<file path="src/rtl/imem_loader_if.sv">
// imem_loader_if: byte-stream, instruction-RAM write and status signals of
// the program loader. "master" is the host/bench side, "slave" the loader.
interface imem_loader_if #(
  parameter int ADDR_WIDTH = 14
);
  logic                  restart;
  logic [7:0]            in_data;
  logic                  in_valid;
  logic                  in_ready;
  logic                  mem_we;
  logic [ADDR_WIDTH-3:0] mem_addr;
  logic [31:0]           mem_wdata;
  logic                  cpu_hold;
  logic                  done;
  logic                  error;
  logic [31:0]           end_pc;

  modport master (
    output restart, in_data, in_valid,
    input  in_ready, mem_we, mem_addr, mem_wdata, cpu_hold, done, error, end_pc
  );

  modport slave (
    input  restart, in_data, in_valid,
    output in_ready, mem_we, mem_addr, mem_wdata, cpu_hold, done, error, end_pc
  );
endinterface

</file>
<file path="src/rtl/imem_loader.sv">
// imem_loader: receives a framed big-endian byte stream (16-bit word count,
// then payload) and writes 32-bit words to sequential instruction-RAM
// indices, holding the CPU in reset until the image is complete.
// Optional trailing XOR checksum byte: define LOADER_CHECKSUM_EN.
module imem_loader #(
  parameter int          ADDR_WIDTH  = 14,
  parameter logic [31:0] ADDR_OFFSET = 32'h3000
) (
  input  logic          clk,
  input  logic          reset,
  imem_loader_if.slave  bus
);
  localparam int          WW  = ADDR_WIDTH - 2;
  localparam logic [16:0] CAP = 17'd1 << WW;

  localparam logic [2:0] S_HDR_HI    = 3'd0;
  localparam logic [2:0] S_HDR_LO    = 3'd1;
  localparam logic [2:0] S_DATA      = 3'd2;
  localparam logic [2:0] S_DONE_WAIT = 3'd4;
  localparam logic [2:0] S_DONE      = 3'd5;
  localparam logic [2:0] S_ERROR     = 3'd6;
`ifdef LOADER_CHECKSUM_EN
  localparam logic [2:0] S_CSUM      = 3'd3;
`endif

  logic [2:0]    state_q, state_d;
  logic [7:0]    cnt_hi_q, cnt_hi_d;
  logic [15:0]   rem_q, rem_d;
  logic [WW-1:0] idx_q, idx_d;
  logic [1:0]    bcnt_q, bcnt_d;
  logic [23:0]   shift_q, shift_d;
  logic          we_q, we_d;
  logic [WW-1:0] addr_q, addr_d;
  logic [31:0]   wdata_q, wdata_d;
  logic          done_q, done_d;
  logic          error_q, error_d;
  logic          hold_q, hold_d;
  logic [31:0]   end_pc_q, end_pc_d;
`ifdef LOADER_CHECKSUM_EN
  logic [7:0]    csum_q, csum_d;
`endif

  logic        acc;
  logic [15:0] n_words;

  // Byte acceptance window: header, payload and checksum states only.
  always_comb begin
    bus.in_ready = (state_q == S_HDR_HI) || (state_q == S_HDR_LO) ||
                   (state_q == S_DATA)
`ifdef LOADER_CHECKSUM_EN
                   || (state_q == S_CSUM)
`endif
                   ;
  end

  assign acc     = bus.in_valid && bus.in_ready;
  assign n_words = {cnt_hi_q, bus.in_data};

  // Frame parser and write/status next-state logic; restart has top priority.
  always_comb begin
    state_d  = state_q;
    cnt_hi_d = cnt_hi_q;
    rem_d    = rem_q;
    idx_d    = idx_q;
    bcnt_d   = bcnt_q;
    shift_d  = shift_q;
    we_d     = 1'b0;
    addr_d   = addr_q;
    wdata_d  = wdata_q;
    done_d   = done_q;
    error_d  = error_q;
    hold_d   = hold_q;
    end_pc_d = end_pc_q;
`ifdef LOADER_CHECKSUM_EN
    csum_d   = csum_q;
`endif
    if (bus.restart) begin
      state_d  = S_HDR_HI;
      rem_d    = '0;
      idx_d    = '0;
      bcnt_d   = '0;
      done_d   = 1'b0;
      error_d  = 1'b0;
      hold_d   = 1'b1;
      end_pc_d = ADDR_OFFSET;
`ifdef LOADER_CHECKSUM_EN
      csum_d   = '0;
`endif
    end else begin
      case (state_q)
        S_HDR_HI: if (acc) begin
          cnt_hi_d = bus.in_data;
          state_d  = S_HDR_LO;
        end
        S_HDR_LO: if (acc) begin
          rem_d    = n_words;
          end_pc_d = ADDR_OFFSET + {14'd0, n_words, 2'b00};
          if ({1'b0, n_words} > CAP) begin
            state_d = S_ERROR;
            error_d = 1'b1;
          end else if (n_words == 16'd0) begin
`ifdef LOADER_CHECKSUM_EN
            state_d = S_CSUM;
`else
            state_d = S_DONE_WAIT;
`endif
          end else begin
            state_d = S_DATA;
          end
        end
        S_DATA: if (acc) begin
          bcnt_d  = bcnt_q + 2'd1;
          shift_d = {shift_q[15:0], bus.in_data};
`ifdef LOADER_CHECKSUM_EN
          csum_d  = csum_q ^ bus.in_data;
`endif
          if (bcnt_q == 2'd3) begin
            we_d    = 1'b1;
            addr_d  = idx_q;
            wdata_d = {shift_q, bus.in_data};
            idx_d   = idx_q + 1'b1;
            rem_d   = rem_q - 16'd1;
            if (rem_q == 16'd1) begin
`ifdef LOADER_CHECKSUM_EN
              state_d = S_CSUM;
`else
              state_d = S_DONE_WAIT;
`endif
            end
          end
        end
`ifdef LOADER_CHECKSUM_EN
        S_CSUM: if (acc) begin
          if (bus.in_data == csum_q) begin
            state_d = S_DONE;
            done_d  = 1'b1;
            hold_d  = 1'b0;
          end else begin
            state_d = S_ERROR;
            error_d = 1'b1;
          end
        end
`endif
        S_DONE_WAIT: begin
          state_d = S_DONE;
          done_d  = 1'b1;
          hold_d  = 1'b0;
        end
        default: ;
      endcase
    end
  end

  // State and output registers; asynchronous reset discards all progress.
  always_ff @(posedge clk or negedge reset) begin
    if (!reset) begin
      state_q  <= S_HDR_HI;
      cnt_hi_q <= '0;
      rem_q    <= '0;
      idx_q    <= '0;
      bcnt_q   <= '0;
      shift_q  <= '0;
      we_q     <= 1'b0;
      addr_q   <= '0;
      wdata_q  <= '0;
      done_q   <= 1'b0;
      error_q  <= 1'b0;
      hold_q   <= 1'b1;
      end_pc_q <= ADDR_OFFSET;
`ifdef LOADER_CHECKSUM_EN
      csum_q   <= '0;
`endif
    end else begin
      state_q  <= state_d;
      cnt_hi_q <= cnt_hi_d;
      rem_q    <= rem_d;
      idx_q    <= idx_d;
      bcnt_q   <= bcnt_d;
      shift_q  <= shift_d;
      we_q     <= we_d;
      addr_q   <= addr_d;
      wdata_q  <= wdata_d;
      done_q   <= done_d;
      error_q  <= error_d;
      hold_q   <= hold_d;
      end_pc_q <= end_pc_d;
`ifdef LOADER_CHECKSUM_EN
      csum_q   <= csum_d;
`endif
    end
  end

  assign bus.mem_we    = we_q;
  assign bus.mem_addr  = addr_q;
  assign bus.mem_wdata = wdata_q;
  assign bus.cpu_hold  = hold_q;
  assign bus.done      = done_q;
  assign bus.error     = error_q;
  assign bus.end_pc    = end_pc_q;
endmodule

</file>
<file path="src/flat_wrapper.sv">
// flat-port wrapper written by rule: the top's interface ports become plain ports
module imem_loader_flat 
#(
  parameter int          ADDR_WIDTH  = 14,
  parameter logic [31:0] ADDR_OFFSET = 32'h3000
)
  (clk, reset, bus_restart, bus_in_data, bus_in_valid, bus_in_ready, bus_mem_we, bus_mem_addr, bus_mem_wdata, bus_cpu_hold, bus_done, bus_error, bus_end_pc);
  imem_loader_if #(.ADDR_WIDTH(ADDR_WIDTH)) bus_i ();
  input  logic clk;
  input  logic reset;
  input wire logic [$bits(bus_i.restart)-1:0] bus_restart;
  input wire logic [$bits(bus_i.in_data)-1:0] bus_in_data;
  input wire logic [$bits(bus_i.in_valid)-1:0] bus_in_valid;
  output wire logic [$bits(bus_i.in_ready)-1:0] bus_in_ready;
  output wire logic [$bits(bus_i.mem_we)-1:0] bus_mem_we;
  output wire logic [$bits(bus_i.mem_addr)-1:0] bus_mem_addr;
  output wire logic [$bits(bus_i.mem_wdata)-1:0] bus_mem_wdata;
  output wire logic [$bits(bus_i.cpu_hold)-1:0] bus_cpu_hold;
  output wire logic [$bits(bus_i.done)-1:0] bus_done;
  output wire logic [$bits(bus_i.error)-1:0] bus_error;
  output wire logic [$bits(bus_i.end_pc)-1:0] bus_end_pc;
  assign bus_i.restart = bus_restart;
  assign bus_i.in_data = bus_in_data;
  assign bus_i.in_valid = bus_in_valid;
  assign bus_in_ready = bus_i.in_ready;
  assign bus_mem_we = bus_i.mem_we;
  assign bus_mem_addr = bus_i.mem_addr;
  assign bus_mem_wdata = bus_i.mem_wdata;
  assign bus_cpu_hold = bus_i.cpu_hold;
  assign bus_done = bus_i.done;
  assign bus_error = bus_i.error;
  assign bus_end_pc = bus_i.end_pc;
  imem_loader #(.ADDR_WIDTH(ADDR_WIDTH), .ADDR_OFFSET(ADDR_OFFSET)) u_core (.clk(clk), .reset(reset), .bus(bus_i));
endmodule
</file>
<file path="config.mk">
export PLATFORM = sky130hd
export DESIGN_NAME = imem_loader_flat
export DESIGN_NICKNAME = d
export VERILOG_FILES = /design/src/rtl/imem_loader_if.sv /design/src/rtl/imem_loader.sv /design/src/flat_wrapper.sv
export SDC_FILE = /design/constraint.sdc
export NUM_CORES = 1
export LEC_CHECK = 0
export CAP_MARGIN = 20
export CORE_MARGIN = 2
export CORE_UTILIZATION = 41
export CTS_CLUSTER_DIAMETER = 200
export CTS_CLUSTER_SIZE = 16
export DETAILED_ROUTE_END_ITERATION = 16
export PLACE_DENSITY = 0.75
export SETUP_SLACK_MARGIN = 0.3
export SYNTH_ARGS = -nofsm -noshare
export SYNTH_HDL_FRONTEND = slang
export SYNTH_SLANG_ARGS = --single-unit
</file>
<file path="constraint.sdc">
create_clock -name clk -period 2.2 [get_ports clk]
set_input_delay 0.22 -clock clk [delete_from_list [all_inputs] [get_ports clk]]
set_output_delay 0.22 -clock clk [all_outputs]
set_load 0.05 [all_outputs]
</file>
==> metrics.txt <==
layout filler cell count=1186; grt total ovfl=0; Crit path arrival time=2.42 ns; Worst Path Buf+Inv=1; CP startpoint kind=register; R2R Path End=u_core.state_q[1]; GP Congestion=0.9511; Post-synth EDFFs=0; Final Setup Violations=0; P_sw=2.800 mW; fmax=471.8 MHz; Slew @ Worst Pin=0.5801 ns; R2R cell count=6; Root Buffer=clkbuf_16; Die X-Extent=124.8 um; Yosys warnings=0; Layout area overhead=32.09%; Vias/cell=5.484; CP max FO=3; final std cells w/o fill=812; Clock Latency Late Sink=0.42 ns; DR pass1 iterations=4; commonest non-fill, non-tap cell in the layout=dfrtp_1; CP required=2.50 ns; multi-input combinational cell area=2570 um^2; Routed Wire Length=15.29 mm; sw frac=0.3403; gr usage total=0.2026; worst setup path startpoint=u_core.rem_q[1]; Syn Inst Count=497; max-slew headroom at the worst pin=0.6129; Slew Limit Fails=0; die height=124.8 um; Leak=3.639 nW; Yosys cell types=64; placed cell count=777; Comb pwr share=0.293; ANT cells=0; WS Path Type=reg2reg; Design Area, Final=7901 um^2; sequential fraction of the synthesis area=0.5444; Rows=44; initial antenna violation count=0; Post-Synth XOR/XNOR Area=0.01757; Clock power frac=0.316; most frequent cells in the layout=127 x dfrtp_1, 77 x mux2_1, 72 x clkdlybuf4s50_1; vias in the first global route=4676; clock sinks=130; first-iteration detailed-routing DRC count=426; worst r2r src=u_core.rem_q[1]; Worst-path clk slew=0.05 ns; critical path's top delay family=simple AND/OR/NAND/NOR gates; post-route ant nets=0; Sequential cell area=3257 um^2; Core Util, Final=0.5499; slowest stage delay, CP=0.45 ns; status=finished, final reports clean; core area=14370 um^2; flop2flop setup slack=0.08 ns; hpwl dp=10.59 mm; Flop pwr share=0.391; largest net degree at the start of global routing=63; via count=4453; CTS tree=done; # DRC=0; final hold vios=0; Avg Inst Size Synth=12.04 um^2; Pwr Total=8.227 mW; CTS buffer count=17; worst hold-check path type=in2async; number of max-cap violations=0; #FFs+latches synth=130; Synth Area in Adders=0.01255; CTS HTree Levels=4; IO Port Bufs=77; RSZ-0062 raised after global routing=yes; post-layout min period=2.119 ns; largest family of logic cells by synthesized area=multiplexers; worst clock skew=0.004367 ns; cell area after synthesis=5982 um^2; ratio of total power to cell area=1041 nW/um^2; placement-stage cell area=7257 um^2; CP Cell Sequence=inv_2 -> ha_1 -> or4b_4 -> or4_4 -> a32oi_4 -> mux2_4; Die ar.=15570 um^2; Synth Area in Compound Gates=0.1083; share of layout cells above drive strength 1=0.1863; CP endpoint kind=register; mux share of post-synthesis cell area=0.1544; slowest CP cell=or4b_4; post-synthesis simple-gate area fraction=0.1165; Worst VDD drop=606.6 uV; internal power=5.427 mW; clock buffer depth=2; nets@finish=634; first-pass GRT wire length=24.89 mm; routed wire length per instance=18.83 um; final worst path period share=0.9634; # IOs=93; Initial Util=0.4163; async set-or-reset flop fraction in the synthesized netlist=1.000; Main synth FF type=dfrtp_1
[Yosys cell counts (2+ instances only)]
cell type	n	area, um^2
or2_0	2	12.51
mux2_1	77	867.1
o21ai_0	5	25.02
nand3_1	8	40.04
buf_4	15	112.6
or3_1	5	31.28
nor3b_1	3	22.52
xor2_1	4	35.03
dfrtp_1	127	3178
a31oi_1	2	12.51
nand4_1	2	12.51
or4_1	3	22.52
and4_1	2	17.52
nor4_1	13	81.33
o2bb2ai_1	12	105.1
a22o_1	15	131.4
nor2b_1	3	18.77
nand2b_1	5	31.28
o41ai_1	3	26.28
a21oi_1	13	65.06
buf_1	3	11.26
inv_1	8	30.03
a32oi_1	3	26.28
nor2_1	29	108.9
or2_2	3	18.77
a211oi_1	2	15.01
dfstp_2	3	78.83
buf_2	5	25.02
mux2i_1	3	30.03
a21o_1	2	15.01
nand3b_1	3	22.52
o211ai_1	3	22.52
clkbuf_1	24	90.09
nand2_1	23	86.33
and3_1	2	12.51
nor4b_1	4	35.03
xnor2_1	8	70.07
o22ai_1	10	62.56
ha_1	6	75.07
o21ai_1	5	25.02
nor3_1	4	20.02
o311ai_1	2	17.52
a22oi_1	2	15.01
[power by group through the flow]
stage	combinational, mW	sequential, mW	clock, mW
floorplan	1.34	3.29	0
global placement	2.30	3.21	0
detailed placement	2.32	3.25	0
CTS	2.35	3.21	2.64
global route	2.59	3.28	2.76
finish	2.41	3.22	2.60
[repair_timing]
action | 4_1_cts | 5_1_grt
pin swaps | 2 | 0
buffers inserted | 1 | 1
resized for setup | 7 | 10
endpoints found under the hold margin | 28 | 0
setup endpoints to repair | 14 | 55
cloned | 0 | 1
hold buffers | 1 | 0
[through the flow]
| step | setup TNS, ns | setup slack, ns | hold WS, ns |
|---|---|---|---|
| CTS | 0 | 0.08861 | 0.2964 |
| floorplan | 0 | 0.01650 | -0.07559 |
| detailed placement | -0.05123 | -0.04821 | 0.1864 |
| global placement | -0.01526 | -0.01526 | 0.1786 |
| finish | 0 | 0.08057 | 0.2909 |
| global route | 0 | 0.02082 | 0.3335 |
[worst max-delay path by stage]
stage	cells past startpoint	endpoint	slack (ns)
final	6	u_core.state_q[1]	0.08
after global placement	6	u_core.state_q[1]	-0.02
after global routing	6	u_core.state_q[1]	0.02
after detailed placement	6	u_core.state_q[1]	-0.05
after CTS	4	u_core.state_q[1]	0.09
after floorplan	5	u_core.state_q[1]	0.02
[cell families (layout without fill, tap and decap cells)]
| group | count (synthesis) | count (layout) |
|---|---|---|
| xor gates and xnor gates | 12 | 12 |
| DFF | 130 | 130 |
| and+or+nand+nor | 124 | 124 |
| adders and majority gates | 6 | 6 |
| other | 1 | 15 |
| muxes | 82 | 82 |
| AOI/OAI and AO/OA | 86 | 86 |
| buffers and inverters | 56 | 173 |
[registers in the layout, summed over array words and instances, names as in the netlist]
name / flops
u_core.bcnt_q: 2
u_core.bus.cpu_hold: 1
u_core.bus.done: 1
u_core.bus.end_pc: 17
u_core.bus.error: 1
u_core.bus.mem_addr: 12
u_core.bus.mem_wdata: 32
u_core.bus.mem_we: 1
u_core.cnt_hi_q: 8
u_core.idx_q: 12
u_core.rem_q: 16
u_core.shift_q: 24
u_core.state_q: 3
[area by class of cell]
class                   instances  share of cell area
clock buffers                  20             0.05780
clock inverters                11             0.01124
well taps                     184             0.02914
inverters                       9            0.004276
multi-input cells             325              0.3253
repair buffers                133              0.1601
flip-flops and latches        130              0.4122
[routing by layer]
layer / up-vias / GRT usage / routed length [um]
met2: 143 / 0.3169 / 7537
met5: - / 0 / 0
met3: 26 / 0.04338 / 762
met4: 0 / 0.08790 / 302
li1: 2036 / - / -
met1: 2248 / 0.2731 / 6689
Note: power is estimated with default switching activity, not from simulation.
